File: src/rtl/fifo_pkg.sv
// Shared FIFO defaults and parameter-legality helpers for the single- and dual-clock FIFOs.
package fifo_pkg;

  localparam int unsigned DEF_DSIZE = 8;
  localparam int unsigned DEF_ASIZE = 4;

  // Thresholds must satisfy 0 <= aempty < afull <= depth.
  function automatic bit thresholds_legal(input int unsigned aempty_th,
                                          input int unsigned afull_th,
                                          input int unsigned depth);
    return (aempty_th < afull_th) && (afull_th <= depth);
  endfunction

endpackage

File: src/rtl/sync_fifo_mem.sv
// FIFO storage: DEPTH x DSIZE register array, synchronous write, combinational read.
module sync_fifo_mem #(
  parameter int unsigned DSIZE = 8,
  parameter int unsigned ASIZE = 4
) (
  input  logic             clk,
  input  logic             we_i,
  input  logic [ASIZE-1:0] waddr_i,
  input  logic [DSIZE-1:0] wdata_i,
  input  logic [ASIZE-1:0] raddr_i,
  output logic [DSIZE-1:0] rdata_o
);

  localparam int unsigned DEPTH = 1 << ASIZE;

  logic [DSIZE-1:0] mem_q [DEPTH];

  // Contents are deliberately not reset.
  always_ff @(posedge clk) begin
    if (we_i) mem_q[waddr_i] <= wdata_i;
  end

  assign rdata_o = mem_q[raddr_i];

endmodule

File: src/rtl/sync_fifo_prog.sv
// Single-clock FIFO with programmable almost-full/empty thresholds, exact fill level,
// sticky overflow/underflow flags and a registered or first-word-fall-through read port.
module sync_fifo_prog
  import fifo_pkg::*;
#(
  parameter int unsigned DSIZE     = DEF_DSIZE,
  parameter int unsigned ASIZE     = DEF_ASIZE,
  parameter int unsigned AFULL_TH  = 14,
  parameter int unsigned AEMPTY_TH = 2,
  parameter int unsigned FWFT      = 0
) (
  input  logic             clk,
  input  logic             rst_n,
  input  logic [DSIZE-1:0] wdata,
  input  logic             winc,
  input  logic             rinc,
  input  logic             err_clr,
  output logic [DSIZE-1:0] rdata,
  output logic             wfull,
  output logic             rempty,
  output logic             almost_full,
  output logic             almost_empty,
  output logic [ASIZE:0]   count,
  output logic             overflow,
  output logic             underflow
);

  localparam int unsigned DEPTH = 1 << ASIZE;
  localparam int unsigned CW    = ASIZE + 1;

  if (!thresholds_legal(AEMPTY_TH, AFULL_TH, DEPTH)) begin : g_bad_thresholds
    $error("sync_fifo_prog: thresholds must satisfy AEMPTY_TH < AFULL_TH <= DEPTH");
  end

  logic [ASIZE-1:0] waddr_q, waddr_d, raddr_q, raddr_d;
  logic [CW-1:0]    count_q, count_d;
  logic             wfull_q, wfull_d, rempty_q, rempty_d;
  logic             afull_q, afull_d, aempty_q, aempty_d;
  logic             ovf_q, ovf_d, udf_q, udf_d;
  logic             wr_acc, rd_acc;
  logic [DSIZE-1:0] mem_rdata;

  // Next-state: acceptance decided from registered flags; all flags derive from count_d.
  always_comb begin
    wr_acc  = winc && !wfull_q;
    rd_acc  = rinc && !rempty_q;
    waddr_d = waddr_q;
    raddr_d = raddr_q;
    if (wr_acc) waddr_d = waddr_q + ASIZE'(1);
    if (rd_acc) raddr_d = raddr_q + ASIZE'(1);
    count_d  = count_q + CW'(wr_acc) - CW'(rd_acc);
    wfull_d  = (count_d == CW'(DEPTH));
    rempty_d = (count_d == '0);
    afull_d  = (count_d >= CW'(AFULL_TH));
    aempty_d = (count_d <= CW'(AEMPTY_TH));
    // Set on a rejected request wins over a same-cycle clear.
    ovf_d = ovf_q;
    udf_d = udf_q;
    if (err_clr) begin
      ovf_d = 1'b0;
      udf_d = 1'b0;
    end
    if (winc && wfull_q)  ovf_d = 1'b1;
    if (rinc && rempty_q) udf_d = 1'b1;
  end

  always_ff @(posedge clk or negedge rst_n) begin
    if (!rst_n) begin
      waddr_q  <= '0;
      raddr_q  <= '0;
      count_q  <= '0;
      wfull_q  <= 1'b0;
      rempty_q <= 1'b1;
      afull_q  <= 1'b0;
      aempty_q <= 1'b1;
      ovf_q    <= 1'b0;
      udf_q    <= 1'b0;
    end else begin
      waddr_q  <= waddr_d;
      raddr_q  <= raddr_d;
      count_q  <= count_d;
      wfull_q  <= wfull_d;
      rempty_q <= rempty_d;
      afull_q  <= afull_d;
      aempty_q <= aempty_d;
      ovf_q    <= ovf_d;
      udf_q    <= udf_d;
    end
  end

  sync_fifo_mem #(
    .DSIZE (DSIZE),
    .ASIZE (ASIZE)
  ) u_mem (
    .clk     (clk),
    .we_i    (wr_acc),
    .waddr_i (waddr_q),
    .wdata_i (wdata),
    .raddr_i (raddr_q),
    .rdata_o (mem_rdata)
  );

  if (FWFT != 0) begin : g_fwft
    // Head word is visible straight from the array, driven only by registered raddr.
    assign rdata = mem_rdata;
  end else begin : g_reg_read
    logic [DSIZE-1:0] rdata_q;

    always_ff @(posedge clk or negedge rst_n) begin
      if (!rst_n)      rdata_q <= '0;
      else if (rd_acc) rdata_q <= mem_rdata;
    end

    assign rdata = rdata_q;
  end

  assign wfull        = wfull_q;
  assign rempty       = rempty_q;
  assign almost_full  = afull_q;
  assign almost_empty = aempty_q;
  assign count        = count_q;
  assign overflow     = ovf_q;
  assign underflow    = udf_q;

endmodule

File: config.mk
export PLATFORM = sky130hd
export DESIGN_NAME = sync_fifo_prog
export DESIGN_NICKNAME = d
export VERILOG_FILES = /design/src/rtl/fifo_pkg.sv /design/src/rtl/sync_fifo_mem.sv /design/src/rtl/sync_fifo_prog.sv
export SDC_FILE = /design/constraint.sdc
export NUM_CORES = 1
export LEC_CHECK = 0
export ABC_AREA = 0
export CAP_MARGIN = 20
export CORE_UTILIZATION = 56
export DETAILED_ROUTE_END_ITERATION = 6
export PLACE_DENSITY = 0.77
export SLEW_MARGIN = 20
export SYNTH_ARGS = -nofsm -noshare
export SYNTH_HDL_FRONTEND = slang
export SYNTH_SLANG_ARGS = --single-unit
File: constraint.sdc
create_clock -name clk -period 3.9 [get_ports clk]
set_clock_uncertainty 0.1 [all_clocks]
set_input_delay 0.78 -clock clk [delete_from_list [all_inputs] [get_ports clk]]
set_output_delay 0.78 -clock clk [all_outputs]
set_load 0.02 [all_outputs]
## Yosys cells after proc, flatten, opt, wreduce, memory -nomap -nowiden

Memories as Yosys holds them, arrays and structs flattened. A register that Yosys moved wholly into a read port is not among the register bits.
Index checks and enable logic that the tools add are counted.

| storage, ports and cells | value |
|---|---|
| bits in registers | 19 |
| RAM bits | 128 |
| output and inout port bits | 19 |
| word-level logic and storage cells | 32 |
| memories kept | 1 |

Memories:

| memory | depth | width | read ports | clocked after Yosys merged registers in | write ports | line | text |
|---|---|---|---|---|---|---|---|
| u_mem.mem_q | 16 | 8 | 1 | 1 | 1 | sync_fifo_mem.sv:16 | `logic [DSIZE-1:0] mem_q [DEPTH];` |

| operators by class | value |
|---|---|
| $add $sub $neg | 4 |
| magnitude comparators | 2 |
| eq/ne operators | 1 |
| mux-type cells | 5 |
| reduce and logical (&&, ||, !) cells | 10 |

Operator list:

| cell | count |
|---|---|
| $add 4x1->4 const B | 2 |
| $add 5x1->5 | 1 |
| $eq 5x5->1 const B | 1 |
| $ge 5x4->1 const B | 1 |
| $le 5x2->1 const B | 1 |
| $logic_not 5->1 | 1 |
| $mux 1 | 5 |
| $sub 5x1->5 | 1 |
| $logic_and 1x1->1 | 4 |
| $reduce_bool 2->1 | 2 |
| $logic_not 1->1 | 3 |

## Logic depth before layout (Yosys ltp)

Gate-level depths: netlist of run 1.

| depth | value |
|---|---|
| depth in word-level cells | 5 |
| gate-level depth with buffers | 11 |
| mapped depth without buffers | 10 |

## Hierarchy

From an unflattened synthesis of run 1, not the netlist that was laid out.

| unflattened totals | value |
|---|---|
| cells, all modules | 313 |
| area, all modules | 6190.9 um2 |

By module, submodules not included:

| module | instances | cells an instance | area each (um2) | sequential area each (um2) |
|---|---|---|---|---|
| sync_fifo_mem | 1 | 221 | 4987.3 | 3843.7 |
| sync_fifo_prog | 1 | 92 | 1203.7 | 678.2 |

## Worst setup path after synthesis of run 1

No wires, ideal clock.

| timing | value |
|---|---|
| path kind | input to register |
| from | input port rinc |
| to | register aempty_q, in the netlist almost_empty |
| arrival | 2.893 ns |
| required time | 3.679 ns |
| path slack | 0.785 ns |
| cell stages on the path | 11 |
| buffers on the path | 2 |
| cell sequence | nor2b_1 clkbuf_1 buf_2 ha_1 inv_1 ha_1 fa_1 a21o_1 a21oi_1 xnor2_1 a2111oi_0 |

| between the ends | value |
|---|---|
| longest elaborated chain between the ends | 3 |

Ends and longest elaborated chain:

| what | line | text |
|---|---|---|
| start, declared | sync_fifo_prog.sv:16 | `input logic rinc,` |
| $logic_and 1x1->1 | sync_fifo_prog.sv:46 | `rd_acc = rinc && !rempty_q;` |
| net rd_acc | sync_fifo_prog.sv:40 | `logic wr_acc, rd_acc;` |
| $sub 5x1->5 | sync_fifo_prog.sv:51 | `count_d = count_q + CW'(wr_acc) - CW'(rd_acc);` |
| net count_d[4] | sync_fifo_prog.sv:36 | `logic [CW-1:0] count_q, count_d;` |
| $le 5x2->1 | sync_fifo_prog.sv:55 | `aempty_d = (count_d <= CW'(AEMPTY_TH));` |
| net aempty_d | sync_fifo_prog.sv:38 | `logic afull_q, afull_d, aempty_q, aempty_d;` |
| end signal, assigned | sync_fifo_prog.sv:85 | `aempty_q <= aempty_d;` |
| end, declared | sync_fifo_prog.sv:38 |  |

The timed path passes the listed nets, and every way through them passes these cells.
A chain may end at the register's enable or synchronous reset.

## Worst setup path in the final report of run 1

| timing | value |
|---|---|
| from | input port winc |
| to | register aempty_q, in the netlist almost_empty |

| between the ends | value |
|---|---|
| longest elaborated chain between the ends | 4 |

Ends and longest elaborated chain:

| what | line | text |
|---|---|---|
| start, declared | sync_fifo_prog.sv:15 | `input logic winc,` |
| $logic_and 1x1->1 | sync_fifo_prog.sv:45 | `wr_acc = winc && !wfull_q;` |
| $add 5x1->5 | sync_fifo_prog.sv:51 |  |
| $sub 5x1->5 | sync_fifo_prog.sv:51 |  |
| net count_d[4] | sync_fifo_prog.sv:36 |  |
| $le 5x2->1 | sync_fifo_prog.sv:55 |  |
| net aempty_d | sync_fifo_prog.sv:38 |  |

The timed path passes the listed nets, and every way through them passes these cells.

==> results.md, run 1 <==
- Status: completed
- Initial Util: around 58%
- Worst Tran Pin Value: between 800 and 900 ps
- Drt initial violations: around 190
- Critical path's largest stage delay: 470 ps
- Setup bufs post-CTS: 0
- Commonest cells after routing, fill and taps aside: edfxtp_1 (128), mux2i_1 (32), clkdlybuf4s50_1 (31), dfrtp_1 (24), clkbuf_16 (21)
- CP endpoint kind: flip-flop
- Grt ovf: 0
- Layout Nets: ~410
- Flops & latches, synth: 155
- CTS Hold Bufs: 0
- H-tree lvl count: 4
- Slew HR: 41.1%
- Most common cell after layout, fill and taps aside: edfxtp_1
- Final min period: between 2000 and 3000 ps
- Clock buffer depth: 2
- RePlAce Congestion: between 0.7 and 0.8
- CP cell instances: clkdlybuf4s50_1 > nor2b_1 > inv_1 > ha_1 > inv_1 > ha_1 > fa_1 > a21o_1 > a21oi_1 > xnor2_1 > a2111oi_0
- Synth warn: 0
- Register area share after synthesis: ~72%
- Fill count: roughly 700
- Area delta synth->final: 16.9%
- Vias per cell: 5.80
- CP startpoint kind: primary input
- Final Util: about two thirds
- Synth Net Count: 371
- Setup violators final: 0
- Max-slew violations: 0
- DRC viols: 0
- Worst-Skew Late Latency: 530 ps
- Syn avg cell area: 18.0 um^2
- PD cells: 790 nW/um^2
- Clock Sinks: approximately 160
- Crit path required time: 4210 ps
- RSZ-0062 raised after global routing: no
- First-pass GRT wire length: between 15,000 and 20,000 um
- Lkg Pwr: 2.62 nW
- DP Wirelength: a little over 7000 um
- Worst hold path class: reg -> reg
- Crit Path Class: in -> reg
- Clk slew on worst S/H paths: around 60 ps
- WL final: 11,200 um
- Setup tns final: 0 ps
- Fmax: roughly 340 MHz
- Maximum vdd drop: about 0.00062 V
- WP data arrival: 3280 ps
- Core Box Area: approximately 11,000 um^2
- Ys async rst share: between 10% and 20%
- CTS buffer count: 17
- EDFF count, synth: around 130
- Die width: 108 um
- Max cap viols: 0
- Num rows: 38
- Synthesized cell area: between 6000 and 7000 um^2
- Initial antenna violation count: 0
- Die area: 11,600 um^2
- Slowest cell on the critical path: clkdlybuf4s50_1
- CTS root buf: clkbuf_8
- Largest net degree at the start of global routing: 30
- 1st-pass router iterations: 5
- Total GRT Usage: 21.6%
- Vias: between 3,000 and 4,000
- Cells resized by post-CTS repair: 0
- Die Y: roughly 110 um
- I/O pin count: 32
- Number of buffers added on ports: 31
- Layout cell share with drive strength beyond 1: between 10% and 20%
- CTS tree: yes
- Diodes inserted: 0
- Tcrit/Tclk final: around three quarters
- Antenna Nets Post-Route: 0
- WL/cell: ~21 um
- Synth Flop Type: edfxtp_1
- Vias in the first global route: about 3,200
- Cells after synthesis: 347
- Critical Path Fanout Max: 5
- Synth cell types: 35
- Final Hold Viols: 0
==> path summary, 6_finish.rpt <==
check	start	to	slack (ps)	depth (start not counted)
max reg2reg	wfull	almost_empty	1240	10
max	winc	almost_empty	930	11
min in group asynchronous	rst_n	waddr_q[1]	520	2
min	raddr_q[3]	raddr_q[3]	440	1
max in group asynchronous	rst_n	rempty	2880	2
min reg2reg	raddr_q[3]	raddr_q[3]	440	1
==> logic make-up (layout without fill, tap and decap cells) <==
| kind of cell | after synthesis | in the layout | share of synthesized area [%] |
|---|---|---|---|
| adder cells (fa/ha/maj) | 11 | 11 | 2.33 |
| buffers and inverters | 26 | 77 | 2.19 |
| AND/OR/NAND/NOR | 55 | 55 | 4.67 |
| XOR/XNOR | 10 | 10 | 1.40 |
| multiplexers | 57 | 57 | 13.1 |
| flip-flops | 155 | 155 | 72.5 |
| AO/OA/AOI/OAI | 33 | 33 | 3.83 |
==> cells in the mapped netlist (2+ instances only) <==
cell type	count	area share (%)
nor2_1	9	0.54
o21ai_0	3	0.24
inv_1	10	0.60
nand2b_1	3	0.30
o22ai_1	19	1.9
nor2b_1	2	0.20
a21o_1	2	0.24
ha_1	10	2.0
dfrtp_1	25	10
xor2_1	2	0.28
and2_1	16	1.6
edfxtp_1	128	62
nand4_1	2	0.20
mux2_2	9	1.6
o22ai_2	5	1.0
dfstp_2	2	0.84
buf_1	4	0.24
nor3_1	10	0.80
buf_2	6	0.48
mux4_2	7	2.5
clkbuf_1	3	0.18
nor3b_1	2	0.24
nand2_1	8	0.48
mux4_1	9	3.8
mux2i_1	32	5.1
buf_6	2	0.36
xnor2_1	8	1.1
a21oi_1	2	0.16
==> through the flow <==
| step | cells | worst slack, ps | power (mW) | cell area, um^2 | hold slack, ps |
|---|---|---|---|---|---|
| final | 538 | 929 | 5.77 | 7290 | 436 |
| after global routing | 538 | 728 | 6.04 | 7290 | 440 |
| after CTS | 538 | 945 | 5.81 | 7290 | 440 |
| after detailed placement | 506 | 321 | 4.11 | 6660 | 401 |
| after global placement | 506 | 436 | 4.06 | 6660 | 378 |
| after floorplan | 347 | 785 | 3.59 | 6240 | 359 |
==> power by group <==
group	leakage (nW)	internal [mW]	switching (mW)
clock	0.316	1.08	0.618
sequential	1.47	2.08	0.283
combinational	0.833	0.835	0.868
total	2.62	4.00	1.77
==> area by class of cell <==
class,count,area (um^2),share of cell area (%)
Tap cell,140,175,2.40
Sequential cell,155,4520,62.0
Clock buffer,27,578,7.93
Inverter,10,37.5,0.515
Timing Repair Buffer,35,340,4.67
Multi-Input combinational cell,166,1580,21.7
Clock inverter,5,60.1,0.823
==> per-layer routing <==
metal / GRT usage [%] / vias up / wire length (um)
li1: - / 1428 / -
met1: 28.6 / 1573 / 4620
met3: 6.05 / 10 / 776
met4: 6.85 / 0 / 121
met2: 34.9 / 112 / 5670
met5: 0 / - / 0
==> sequential cells by signal (all words and copies together), names as in the netlist <==
signal,count
u_mem.mem_q,128
rdata,8
count,5
raddr_q,4
waddr_q,4
almost_empty,1
almost_full,1
overflow,1
rempty,1
underflow,1
wfull,1
==> critical path: cells and delay by family <==
family	cells	cell delay, ps
AND/OR/NAND/NOR	1	170
buffers and inverters	3	610
AO/OA/AOI/OAI	3	700
adder cells (fa/ha/maj)	3	870
XOR/XNOR	1	150
Note: power is estimated with default switching activity, not from simulation.
==> run 2, diff against run 1 <==
- clock period: 3.9 -> 3.1 ns (I/O delays scaled with it)
==> run 2 against run 1 <==
  * Global-route usage is 1.0 points higher
  * Critical path depth stayed put
  * Non-clock buffer count is 6 higher
  * Setup slack worse by 660 ps
  * Sequential share of layout area is 0.22 points lower
  * Clock power is 22% higher
  * Final cell count is 1.1% higher
  * Routed wire length is 6.1% higher
  * Die area stayed put
  * Via count is 2.6% higher
  * Total power is 27% higher
  * Count of clock-buffer cells in the layout is 2 lower
  * Largest power group unchanged
==> results.md, run 2 (synthesized netlist as in run 1, its figures left out) <==
- Setup bufs post-CTS: 0
- CP cell instances: clkdlybuf4s50_1 > nor2b_1 > inv_1 > ha_1 > inv_1 > ha_1 > fa_1 > a21o_1 > a21oi_1 > xnor2_1 > a2111oi_0
- Final min period: around 2800 ps
- Switching share of total power: 30.9%
- Worst r2r path cells: 10
- Layout cell share with drive strength beyond 1: between 10% and 20%
- Max cap viols: 0
- Power share of the combinational group: slightly above 30%
- PD cells: roughly 1000 nW/um^2
- Total power: between 7 and 8 mW
- Layout Nets: 415
- Fill count: 704
- CP Depth: 11
- Cells resized by post-CTS repair: 0
- Die width: ~110 um
- Initial antenna violation count: 0
- Slew HR: around 46%
- Status: completed
- WL final: about 12,000 um
- First-pass GRT wire length: 18,200 um
- Critical Path Fanout Max: 5
- CTS root buf: clkbuf_8
- Vias per cell: approximately 5.9
- Reg2reg end: almost_empty
- CTS tree: yes
- Lkg Pwr: about 2.6 nW
- Clk slew on worst S/H paths: around 60 ps
- Inst Count DP: around 500
- Core Box Area: ~11,000 um^2
- Vias: roughly 3,200
- Diodes inserted: 0
- Tcrit/Tclk final: approximately nine tenths
- WL/cell: between 20 and 25 um
- Fmax: between 300 and 400 MHz
- Most common cell after layout, fill and taps aside: edfxtp_1
- Vias in the first global route: 3,328
- Initial Util: between 50% and 60%
- Maximum vdd drop: ~0.00084 V
- CP startpoint kind: primary input
- CP endpoint kind: flip-flop
- Max-slew violations: 0
- Crit Path Class: in -> reg
- Clock buffer depth: 2
- Number of buffers added on ports: 31
- Slowest cell on the critical path: clkdlybuf4s50_1
- Crit path required time: about 3400 ps
- Worst hold path class: in -> async
- Antenna Nets Post-Route: 0
- Drt initial violations: between 200 and 250
- CTS buffer count: 17
- Setup tns final: 0 ps
- RSZ-0062 raised after global routing: no
- Die Y: roughly 110 um
- Total GRT Usage: roughly 23%
- Commonest cells after routing, fill and taps aside: edfxtp_1 (128), mux2i_1 (32), clkdlybuf4s50_1 (31), dfrtp_1 (24), clkbuf_16 (21)
- DP Wirelength: about 7500 um
- Crit path launch: winc
- Top reg by flops: u_mem.mem_q
- 1st-pass router iterations: 5
- Critical path's largest stage delay: approximately 470 ps
- CTS Hold Bufs: 0
- Largest net degree at the start of global routing: 28
- Internal power: between 5 and 6 mW
- WP data arrival: 3120 ps
- H-tree lvl count: 4
- I/O pin count: 32
- Flop2flop setup slack: roughly 440 ps
- Worst Tran Pin Value: 806 ps
- Area delta synth->final: 17.4%
- Num rows: 38
- Crit path buf inv count: 3
- Grt ovf: 0
- Die area: ~12,000 um^2
- Worst hold slack: between 300 and 400 ps
- CP delay by family, top: adder cells
- Largest register FFs: between 100 and 150
- CP endpoint: almost_empty
- Reg2reg start: wfull
- Seq pwr share: between 40% and 50%
- Clock Sinks: about 160
- RePlAce Congestion: 0.761
- Clock share of power: 28.5%
- DRC viols: 0
- Psw: ~2.3 mW
- Worst-Skew Late Latency: roughly 520 ps
- Setup violators final: 0
- Layout Cells excl Fill: around 540
- Final Hold Viols: 0
==> run 2: per-layer routing <==
layer | part of all wire (%) | global-route usage (%) | routed length (um)
met3 | 5.8 | 4.84 | 686
met4 | 1.4 | 9.10 | 171
met5 | 0 | 0 | 0
met1 | 42 | 29.6 | 5000
met2 | 51 | 37.1 | 6020
==> run 2: worst min path at each step <==
stage	end	slack (ps)	cells after the start
floorplan	almost_full	220	0
global placement	raddr_q[3]	380	1
detailed placement	raddr_q[3]	410	1
CTS	waddr_q[0]	370	2
global route	waddr_q[0]	400	2
finish	waddr_q[0]	380	2
==> run 2: area by class of cell <==
class	instances	area (um^2)	share of cell area, %
Tap cell	140	175	2.39
Clock inverter	7	68.8	0.940
Timing Repair Buffer	41	385	5.26
Clock buffer	25	551	7.52
Multi-Input combinational cell	166	1580	21.6
Sequential cell	155	4520	61.8
Inverter	10	37.5	0.513
==> run 2: power by group through the flow <==
stage                     Sequential [mW]  Combinational (mW)  Clock [mW]
after floorplan                      2.93                1.58           0
after global placement               2.97                2.21           0
after detailed placement             2.98                2.28           0
after CTS                            2.95                2.29        2.10
after global routing                 2.99                2.46        2.19
final                                2.95                2.28        2.08
==> run 2: per-stage QoR <==
| step | setup slack (ps) | instance area, um^2 | util, % |
|---|---|---|---|
| after floorplan | 145 | 6240 | - |
| after global placement | -161 | 6700 | 61.8 |
| after detailed placement | -325 | 6700 | 61.8 |
| after CTS | 280 | 7320 | 67.5 |
| after global routing | 105 | 7320 | 67.5 |
| final | 270 | 7320 | 67.5 |
==> run 3, diff against run 2 <==
- CAP_MARGIN: 20 -> 5
==> results of run 3 <==
Same layout as run 2: the final DEF is identical, and so are final timing and power.
